==> config.mk <==
export PLATFORM = sky130hd
export DESIGN_NAME = counter_unit
export DESIGN_NICKNAME = d
export VERILOG_FILES = /design/src/rtl/counter_pkg.sv /design/src/rtl/counter_prescaler.sv /design/src/rtl/counter_unit.sv
export SDC_FILE = /design/constraint.sdc
export NUM_CORES = 1
export LEC_CHECK = 0
export ABC_AREA = 1
export CAP_MARGIN = 20
export CORE_MARGIN = 8
export CORE_UTILIZATION = 36
export DETAILED_ROUTE_END_ITERATION = 8
export PLACE_DENSITY = 0.72
export SYNTH_ARGS = -nofsm -noshare
export SYNTH_HDL_FRONTEND = slang
export SYNTH_HIERARCHICAL = 1
export SYNTH_SLANG_ARGS = --single-unit
==> constraint.sdc <==
create_clock -name clk -period 2.3 [get_ports clk]
set_clock_uncertainty 0.05 [all_clocks]
set_input_delay 0.23 -clock clk [delete_from_list [all_inputs] [get_ports clk]]
set_output_delay 0.23 -clock clk [all_outputs]
set_load 0.01 [all_outputs]
==> src/rtl/counter_pkg.sv <==
// counter_pkg -- shared types for the counter_unit slice.
//   mode_e  : counting mode encoding as seen on the 'mode' port.
//   state_e : control FSM states (IDLE, RUN, PAUSE, DONE).
//   mode_is_up / mode_is_oneshot : small decode helpers for mode_e.
package counter_pkg;

  typedef enum logic [1:0] {
    MODE_UP_WRAP      = 2'b00,
    MODE_DOWN_WRAP    = 2'b01,
    MODE_UP_ONESHOT   = 2'b10,
    MODE_DOWN_ONESHOT = 2'b11
  } mode_e;

  typedef enum logic [1:0] {
    ST_IDLE  = 2'b00,
    ST_RUN   = 2'b01,
    ST_PAUSE = 2'b10,
    ST_DONE  = 2'b11
  } state_e;

  // True for the two counting-up modes.
  function automatic logic mode_is_up(input mode_e m);
    return (m == MODE_UP_WRAP) || (m == MODE_UP_ONESHOT);
  endfunction

  // True for the two modes that stop at the terminal value.
  function automatic logic mode_is_oneshot(input mode_e m);
    return (m == MODE_UP_ONESHOT) || (m == MODE_DOWN_ONESHOT);
  endfunction

endpackage

==> src/rtl/counter_prescaler.sv <==
// counter_prescaler -- divides enabled RUN cycles down to count ticks.
// Used by counter_unit only when COUNTER_PRESCALE_EN is defined.
// Ports:
//   clk       in   clock, rising edge
//   reset_btn in   synchronous active-high reset
//   clr       in   synchronous clear of the divider
//   run       in   an enabled RUN cycle (advances the divider)
//   prescale  in   divide ratio minus one
//   tick      out  high on the run cycle that completes a period
module counter_prescaler #(
  parameter int PRESCALE_W = 4
) (
  input  logic                  clk,
  input  logic                  reset_btn,
  input  logic                  clr,
  input  logic                  run,
  input  logic [PRESCALE_W-1:0] prescale,
  output logic                  tick
);

  localparam logic [PRESCALE_W-1:0] PS_ONE = {{(PRESCALE_W-1){1'b0}}, 1'b1};

  logic [PRESCALE_W-1:0] cnt_q;
  logic [PRESCALE_W-1:0] cnt_d;

  // Tick on the (prescale+1)-th run cycle; the divider restarts from zero.
  assign tick = run && (cnt_q == prescale);

  // Next divider value: clear beats advance, tick restarts the period.
  always_comb begin
    cnt_d = cnt_q;
    if (clr) begin
      cnt_d = '0;
    end else if (tick) begin
      cnt_d = '0;
    end else if (run) begin
      cnt_d = cnt_q + PS_ONE;
    end else begin
      cnt_d = cnt_q;
    end
  end

  // Divider register with synchronous reset.
  always_ff @(posedge clk) begin
    if (reset_btn) begin
      cnt_q <= '0;
    end else begin
      cnt_q <= cnt_d;
    end
  end

endmodule

==> src/rtl/counter_unit.sv <==
// counter_unit -- up/down wrap or one-shot counter with IDLE/RUN/PAUSE/DONE
// control, synchronous load and sticky wrap flags.
// Optional feature macro: COUNTER_PRESCALE_EN adds the 'prescale' input and
// a counter_prescaler so the count steps once per prescale+1 enabled cycles.
// Ports:
//   clk         in   clock, rising edge
//   reset_btn   in   synchronous active-high reset
//   start       in   begin / resume counting
//   stop        in   abort to IDLE (beats start)
//   enable      in   count gate while running (low -> PAUSE)
//   mode[1:0]   in   00 up-wrap, 01 down-wrap, 10 up-oneshot, 11 down-oneshot
//   load        in   load strobe, count <= load_value next cycle
//   load_value  in   value for load
//   clear_flags in   clears overflow/underflow
//   prescale    in   (COUNTER_PRESCALE_EN only) tick divide ratio minus one
//   count       out  registered count
//   overflow    out  sticky up-wrap flag
//   underflow   out  sticky down-wrap flag
//   zero        out  count == 0
//   done        out  FSM in DONE
//   busy        out  FSM in RUN or PAUSE
module counter_unit
  import counter_pkg::*;
#(
  parameter int WIDTH          = 8,
  parameter int PRESET_DEFAULT = 100,
  parameter int PRESCALE_W     = 4
) (
  input  logic                  clk,
  input  logic                  reset_btn,
  input  logic                  start,
  input  logic                  stop,
  input  logic                  enable,
  input  logic [1:0]            mode,
  input  logic                  load,
  input  logic [WIDTH-1:0]      load_value,
  input  logic                  clear_flags,
`ifdef COUNTER_PRESCALE_EN
  input  logic [PRESCALE_W-1:0] prescale,
`endif
  output logic [WIDTH-1:0]      count,
  output logic                  overflow,
  output logic                  underflow,
  output logic                  zero,
  output logic                  done,
  output logic                  busy
);

  if ((WIDTH < 2) || (WIDTH > 32) || (PRESCALE_W < 1)) begin : g_bad_params
    $error("counter_unit: parameter out of legal range");
  end

  localparam logic [WIDTH-1:0] ONE        = {{(WIDTH-1){1'b0}}, 1'b1};
  localparam logic [WIDTH-1:0] MAX_VAL    = {WIDTH{1'b1}};
  localparam logic [WIDTH-1:0] ZERO_VAL   = {WIDTH{1'b0}};
  localparam logic [WIDTH-1:0] PRESET_VAL = WIDTH'(PRESET_DEFAULT);

  state_e           state_q, state_d;
  logic [WIDTH-1:0] count_q, count_d;
  logic             overflow_q, overflow_d;
  logic             underflow_q, underflow_d;

  mode_e mode_s;
  logic  up_s;
  logic  oneshot_s;
  logic  run_s;
  logic  tick_s;
  logic  step_s;
  logic  at_term_s;
  logic  wrap_s;
  logic  finish_s;

  // Mode is sampled live, so a mid-run change applies to the next step.
  assign mode_s    = mode_e'(mode);
  assign up_s      = mode_is_up(mode_s);
  assign oneshot_s = mode_is_oneshot(mode_s);
  assign run_s     = (state_q == ST_RUN) && enable;
  // stop aborts the cycle: no step, no flag, no DONE.
  assign step_s    = run_s && tick_s && !stop;
  assign at_term_s = up_s ? (count_q == MAX_VAL) : (count_q == ZERO_VAL);
  // A concurrent load replaces the step, so it also cancels flag and DONE.
  assign wrap_s    = step_s && at_term_s && !oneshot_s && !load;
  assign finish_s  = step_s && at_term_s && oneshot_s && !load;

`ifdef COUNTER_PRESCALE_EN
  logic pre_clr_s;

  // Divider restarts whenever the count is disturbed or RUN is left.
  assign pre_clr_s = stop || load || (state_q != ST_RUN);

  counter_prescaler #(
    .PRESCALE_W (PRESCALE_W)
  ) u_prescaler (
    .clk       (clk),
    .reset_btn (reset_btn),
    .clr       (pre_clr_s),
    .run       (run_s),
    .prescale  (prescale),
    .tick      (tick_s)
  );
`else
  assign tick_s = 1'b1;
`endif

  // Next-state, next-count and next-flag computation.
  always_comb begin
    state_d = state_q;
    count_d = count_q;

    if (load) begin
      count_d = load_value;
    end else if (step_s && !(oneshot_s && at_term_s)) begin
      count_d = up_s ? (count_q + ONE) : (count_q - ONE);
    end else begin
      count_d = count_q;
    end

    // A wrap in the same cycle as clear_flags leaves the flag set.
    overflow_d  = (wrap_s && up_s)  ? 1'b1 : (clear_flags ? 1'b0 : overflow_q);
    underflow_d = (wrap_s && !up_s) ? 1'b1 : (clear_flags ? 1'b0 : underflow_q);

    if (stop) begin
      state_d = ST_IDLE;
    end else begin
      case (state_q)
        ST_IDLE: begin
          state_d = start ? ST_RUN : ST_IDLE;
        end
        ST_RUN: begin
          if (!enable) begin
            state_d = ST_PAUSE;
          end else if (finish_s) begin
            state_d = ST_DONE;
          end else begin
            state_d = ST_RUN;
          end
        end
        ST_PAUSE: begin
          state_d = enable ? ST_RUN : ST_PAUSE;
        end
        ST_DONE: begin
          state_d = start ? ST_RUN : ST_DONE;
        end
        default: begin
          state_d = ST_IDLE;
        end
      endcase
    end
  end

  // All architectural state, synchronous reset overriding every input.
  always_ff @(posedge clk) begin
    if (reset_btn) begin
      state_q     <= ST_IDLE;
      count_q     <= PRESET_VAL;
      overflow_q  <= 1'b0;
      underflow_q <= 1'b0;
    end else begin
      state_q     <= state_d;
      count_q     <= count_d;
      overflow_q  <= overflow_d;
      underflow_q <= underflow_d;
    end
  end

  assign count     = count_q;
  assign overflow  = overflow_q;
  assign underflow = underflow_q;
  assign zero      = (count_q == ZERO_VAL);
  assign done      = (state_q == ST_DONE);
  assign busy      = (state_q == ST_RUN) || (state_q == ST_PAUSE);

endmodule

# Word level (Yosys, flattened, before mapping)
# Index checks and enable logic that the tools add are counted.
word_totals:
  reg_bits: 12
  input_bits: 17
  output_inout_bits: 13
  word_cells: 51
op_classes:
  n_addsub: 2
  eq_ne: 6
  muxes: 13
  reduce_logical: 26
ops:
  columns: ["op", "n"]
  rows:
  - ["$mux W8", 3]
  - ["$logic_and A1 B1 Y1", 11]
  - ["$add A8 B1 Y8 const B", 1]
  - ["$eq A2 B2 Y1 const B", 4]
  - ["$eq A8 B8 Y1 const B", 1]
  - ["$logic_not A8 Y1", 1]
  - ["$mux W2", 4]
  - ["$pmux W2 S4", 1]
  - ["$sub A8 B1 Y8 const B", 1]
  - ["$reduce_bool A2 Y1", 3]
  - ["$logic_not A1 Y1", 5]
  - ["$mux W1", 5]
  - ["$logic_not A2 Y1", 2]
  - ["$logic_or A1 B1 Y1", 3]
  - ["$eq A2 B1 Y1 const B", 1]
  - ["$reduce_or A2 Y1", 1]

# Longest topological paths before layout
depth:
  word_depth: 9
  mapped_depth: 10

# Least setup slack after synthesis
# OpenSTA, ideal clock, no wires.
synth_path:
  path_type: "reg2reg"
  start: "register count_q[0] (netlist: count[0])"
  end: "register count_q[6] (netlist: count[6])"
  setup_time_ps: 119
  t_arrival_ps: 1543
  slack_ps: 589
  stages_incl_launch_ff: 10
  path_cell_list: "dfxtp_1 -> inv_1 -> fa_1 -> nand3b_1 -> nand2_1 -> nand3_1 -> nand3_1 -> nand2_1 -> o21ai_0 -> nand2_1"
synth_via:
  elab_chain_len: 6
  word_cells_on_any_way: 12
synth_lines:
  columns: ["element", "line", "rtl"]
  rows:
  - ["start, declared", "counter_unit.sv:59", "logic [WIDTH-1:0] count_q, count_d;"]
  - ["start signal, assigned", "counter_unit.sv:160", "count_q <= count_d;"]
  - ["branches (longest 6 deep; another with $sub A8 B1 Y8)", null, null]
# Several ways; the timed one is not identified. The select of a mux whose other input is x is not followed.
# A chain may end at the register's enable or synchronous reset.

# Final worst setup path
layout_path:
  start: "register count_q[0] (netlist: count[0])"
  end: "output zero"
layout_via:
  elab_chain_len: 1
layout_lines:
  columns: ["element", "line", "rtl"]
  rows:
  - ["$logic_not A8 Y1", "counter_unit.sv:169", "assign zero = (count_q == ZERO_VAL);"]
  - ["end, declared", "counter_unit.sv:44", "output logic zero,"]
# No other way between the ends.

==> out/qor.txt <==
RSZ-0062 raised after global routing: false
Max-Cap Viols: 0
DIE AREA: 4751 um2
Req. time, crit path: 2.02 ns
area share of fa/ha/maj cells after synthesis: 0.1439
DRC viols: 0
placed cell area: 1351 um2
HPWL Detailed: 2.208 mm
Syn Nets: 180
Crit-path slowest cell: clkdlybuf4s50_1
Die W: 68.93 um
Simple-Gate Fraction of Synth Area: 0.3623
antenna-violating nets left: 0
cell area after layout: 1388 um2
antenna violations before repair: 0
Sink Count: 12
latest clock arrival within the worst-skew pair: 0.28 ns
post-route minimum period: 1.874 ns
critical path's top delay family: buffers and inverters
drt initial violations: 37
DRT Wirelength: 2.752 mm
worst r2r dst: count[6]$_SDFFE_PP1P_
worst-path cell chain: buf_4 -> nor2_1 -> nand2_1 -> nor2_2 -> clkdlybuf4s50_1
Cell Pwr Density: 457.9 nW/um2
ranking of synthesized cells by area: dfxtp_1 (24%), nand2_1 (14%), ha_1 (12%), nor2_1 (8.2%), a21oi_1 (6.9%)
wire per inst: 12.68 um
CP bufs+invs: 2
cell taking the most area after synthesis: dfxtp_1
DR vias/cell: 5.046
Global Route Usage Sum: 0.1232
Num CTS Buffers: 3
Post-synth EDFFs: 0
largest family of logic cells by synthesized area: simple AND/OR/NAND/NOR gates
syn avg cell area: 6.635 um2
H-tree depth: 1
number of global-route vias before repair: 1052
worst hold path endpoint: underflow$_SDFFE_PP0P_
Synth cell types: 28
Sequential Area: 240.2 um2
Synth Area in XOR/XNOR: 0.03474
area of the multi-input gates: 703.2 um2
synthesized area: 1008 um2
port bufs: 29
via count: 1095
number of diodes: 0
Hold Crit Class: register to register
Post-Syn Instances: 152
clock-pin slew on the worst setup and hold paths: 0.08 ns
# placed instances: 213
Pwr Total: 0.6354 mW
Synth top area share: 0.2382
Routability Congestion: 0.8759
P&R area growth vs syn: 37.59%
worst vdd ir: 0.3748 mV
CP max FO: 6
HP Start: underflow$_SDFFE_PP0P_
cts repair resizes: 0
max incr delay on CP: 0.55 ns
setup ws final: 0.4255 ns
Max Fclk: 533.5 MHz
crit share post-route: 0.8150
Main synth FF type: dfxtp_1
CP arrival: 1.59 ns
core region area: 2710 um2
initial core utilization: 0.3721
Synth Area in Compound Gates: 0.1563
Die H: 68.93 um
Worst Reg-to-Reg Cells: 9
Post-synth top cells: nand2_1 (38), nor2_1 (22), a21oi_1 (14), inv_1 (14), dfxtp_1 (12)
1st-pass router iterations: 4
P_leak: 0.6229 nW
Hold Path Depth: 2
Critical R2R Launch: count[1]$_SDFFE_PP0P_
setup TNS: 0 ns
Seq cells post-synth: 12
I/O pin count: 30
worst slew pin tran: 0.3508 ns
final non-filler cell total: 217
Ys Warns: 6
worst slack, placed: 0.1496 ns
setup violators final: 0
Hold Fails Final Rpt: 0
clock tree buffer depth: 2
first-pass GRT wire length: 4.609 mm
mux cell area share after synthesis: 0
post-CTS setup repair buffer count: 0
headroom to the max-slew limit: 0.7654
most common cell in the synthesized netlist: nand2_1
kind of critical path: register to output port
nets@finish: 215
largest net degree at the start of global routing: 12
num rows: 19
R2R setup slack: 0.53 ns
outcome: completed
Hold Buf Count CTS: 0
# fillers: 285
crit path launch: count[0]$_SDFFE_PP0P_
fraction of layout cells with a size suffix above 1: 0.09677
grt total ovfl: 0
Slew Limit Fails: 0
sequential area share after synthesis: 0.2382
ys async rst share: 0
Setup crit end kind: output port
Worst Setup Start Kind: register
Clk Tree Root Cell: clkbuf_4
TritonCTS clock tree: built
==> area by class of cell <==
class                           instances  share of cell area
Clock buffer                            4             0.02615
Inverter                               15             0.04058
Sequential cell                        12              0.1731
Tap cell                               31             0.02795
Multi-Input combinational cell        123              0.5068
Timing Repair Buffer                   32              0.2254
==> stage by stage <==
step / util / hold slack [ns]
3_3_place_gp: 0.4986 / 0.4041
3_5_place_dp: 0.4986 / 0.4077
2_1_floorplan: - / 0.3342
5_1_grt: 0.5120 / 0.4721
4_1_cts: 0.5120 / 0.4206
6_report: 0.5120 / 0.4159
==> worst max path at each step <==
stage                            end  cells past startpoint
6_report                        zero                      5
5_1_grt        count[7]$_SDFFE_PP0P_                     11
4_1_cts                         zero                      5
3_5_place_dp   count[6]$_SDFFE_PP1P_                     10
3_3_place_gp   count[6]$_SDFFE_PP1P_                     10
2_1_floorplan  count[6]$_SDFFE_PP1P_                      9
==> layer usage <==
metal | vias to the layer above | part of all wire | global-route usage
li1 | 564 | - | -
met1 | 494 | 0.42 | 0.1346
met2 | 35 | 0.50 | 0.2232
met3 | 2 | 0.071 | 0.03554
met4 | 0 | 0.011 | 0.03759
met5 | - | 0 | 0
==> placed cells by master (no fill, tap or decap) <==
cell type / count
clkbuf_8: 1
nand3b_4: 1
o22a_1: 1
nand3_1: 8
fa_1: 1
nor2_1: 22
clkdlybuf4s50_1: 29
a21oi_1: 14
inv_1: 14
xor2_1: 2
ha_1: 10
o21ai_0: 8
nand2_1: 38
dfxtp_1: 12
nand2_4: 1
clkinv_1: 1
nand4_1: 1
nand3b_1: 1
o21ai_4: 1
nor3_1: 1
or2_2: 3
xnor2_1: 2
nor2_2: 2
a31oi_1: 1
clkbuf_4: 3
a21oi_2: 1
buf_4: 3
nand2_2: 2
o21bai_1: 1
or3_1: 1
==> state kept, by name (all words and copies together) (netlist names) <==
| name | cells |
|---|---|
| count | 8 |
| state_q | 2 |
| overflow | 1 |
| underflow | 1 |
==> kinds of logic after synthesis <==
| logic type | after synthesis |
|---|---|
| buf+inv | 17 |
| compound gates | 27 |
| simple gates | 81 |
| fa+ha+maj | 11 |
| flops | 12 |
| xor+xnor | 4 |
==> worst register-to-register path, cell delays in order, from the launching register on <==
cell	delay, ns
dfxtp_1	0.41
inv_1	0.10
fa_1	0.40
nand3b_1	0.17
nand2_1	0.10
nand3_1	0.09
nand3_1	0.08
nand2_1	0.05
o21ai_0	0.15
nand2_1	0.06
==> report_power, final <==
group / leakage, nW / switching, mW / internal [mW]
combinational: 0.503 / 0.115 / 0.111
clock: 0.0210 / 0.0732 / 0.0963
sequential: 0.0989 / 0.0180 / 0.221
(Power assumes the default switching activity.)
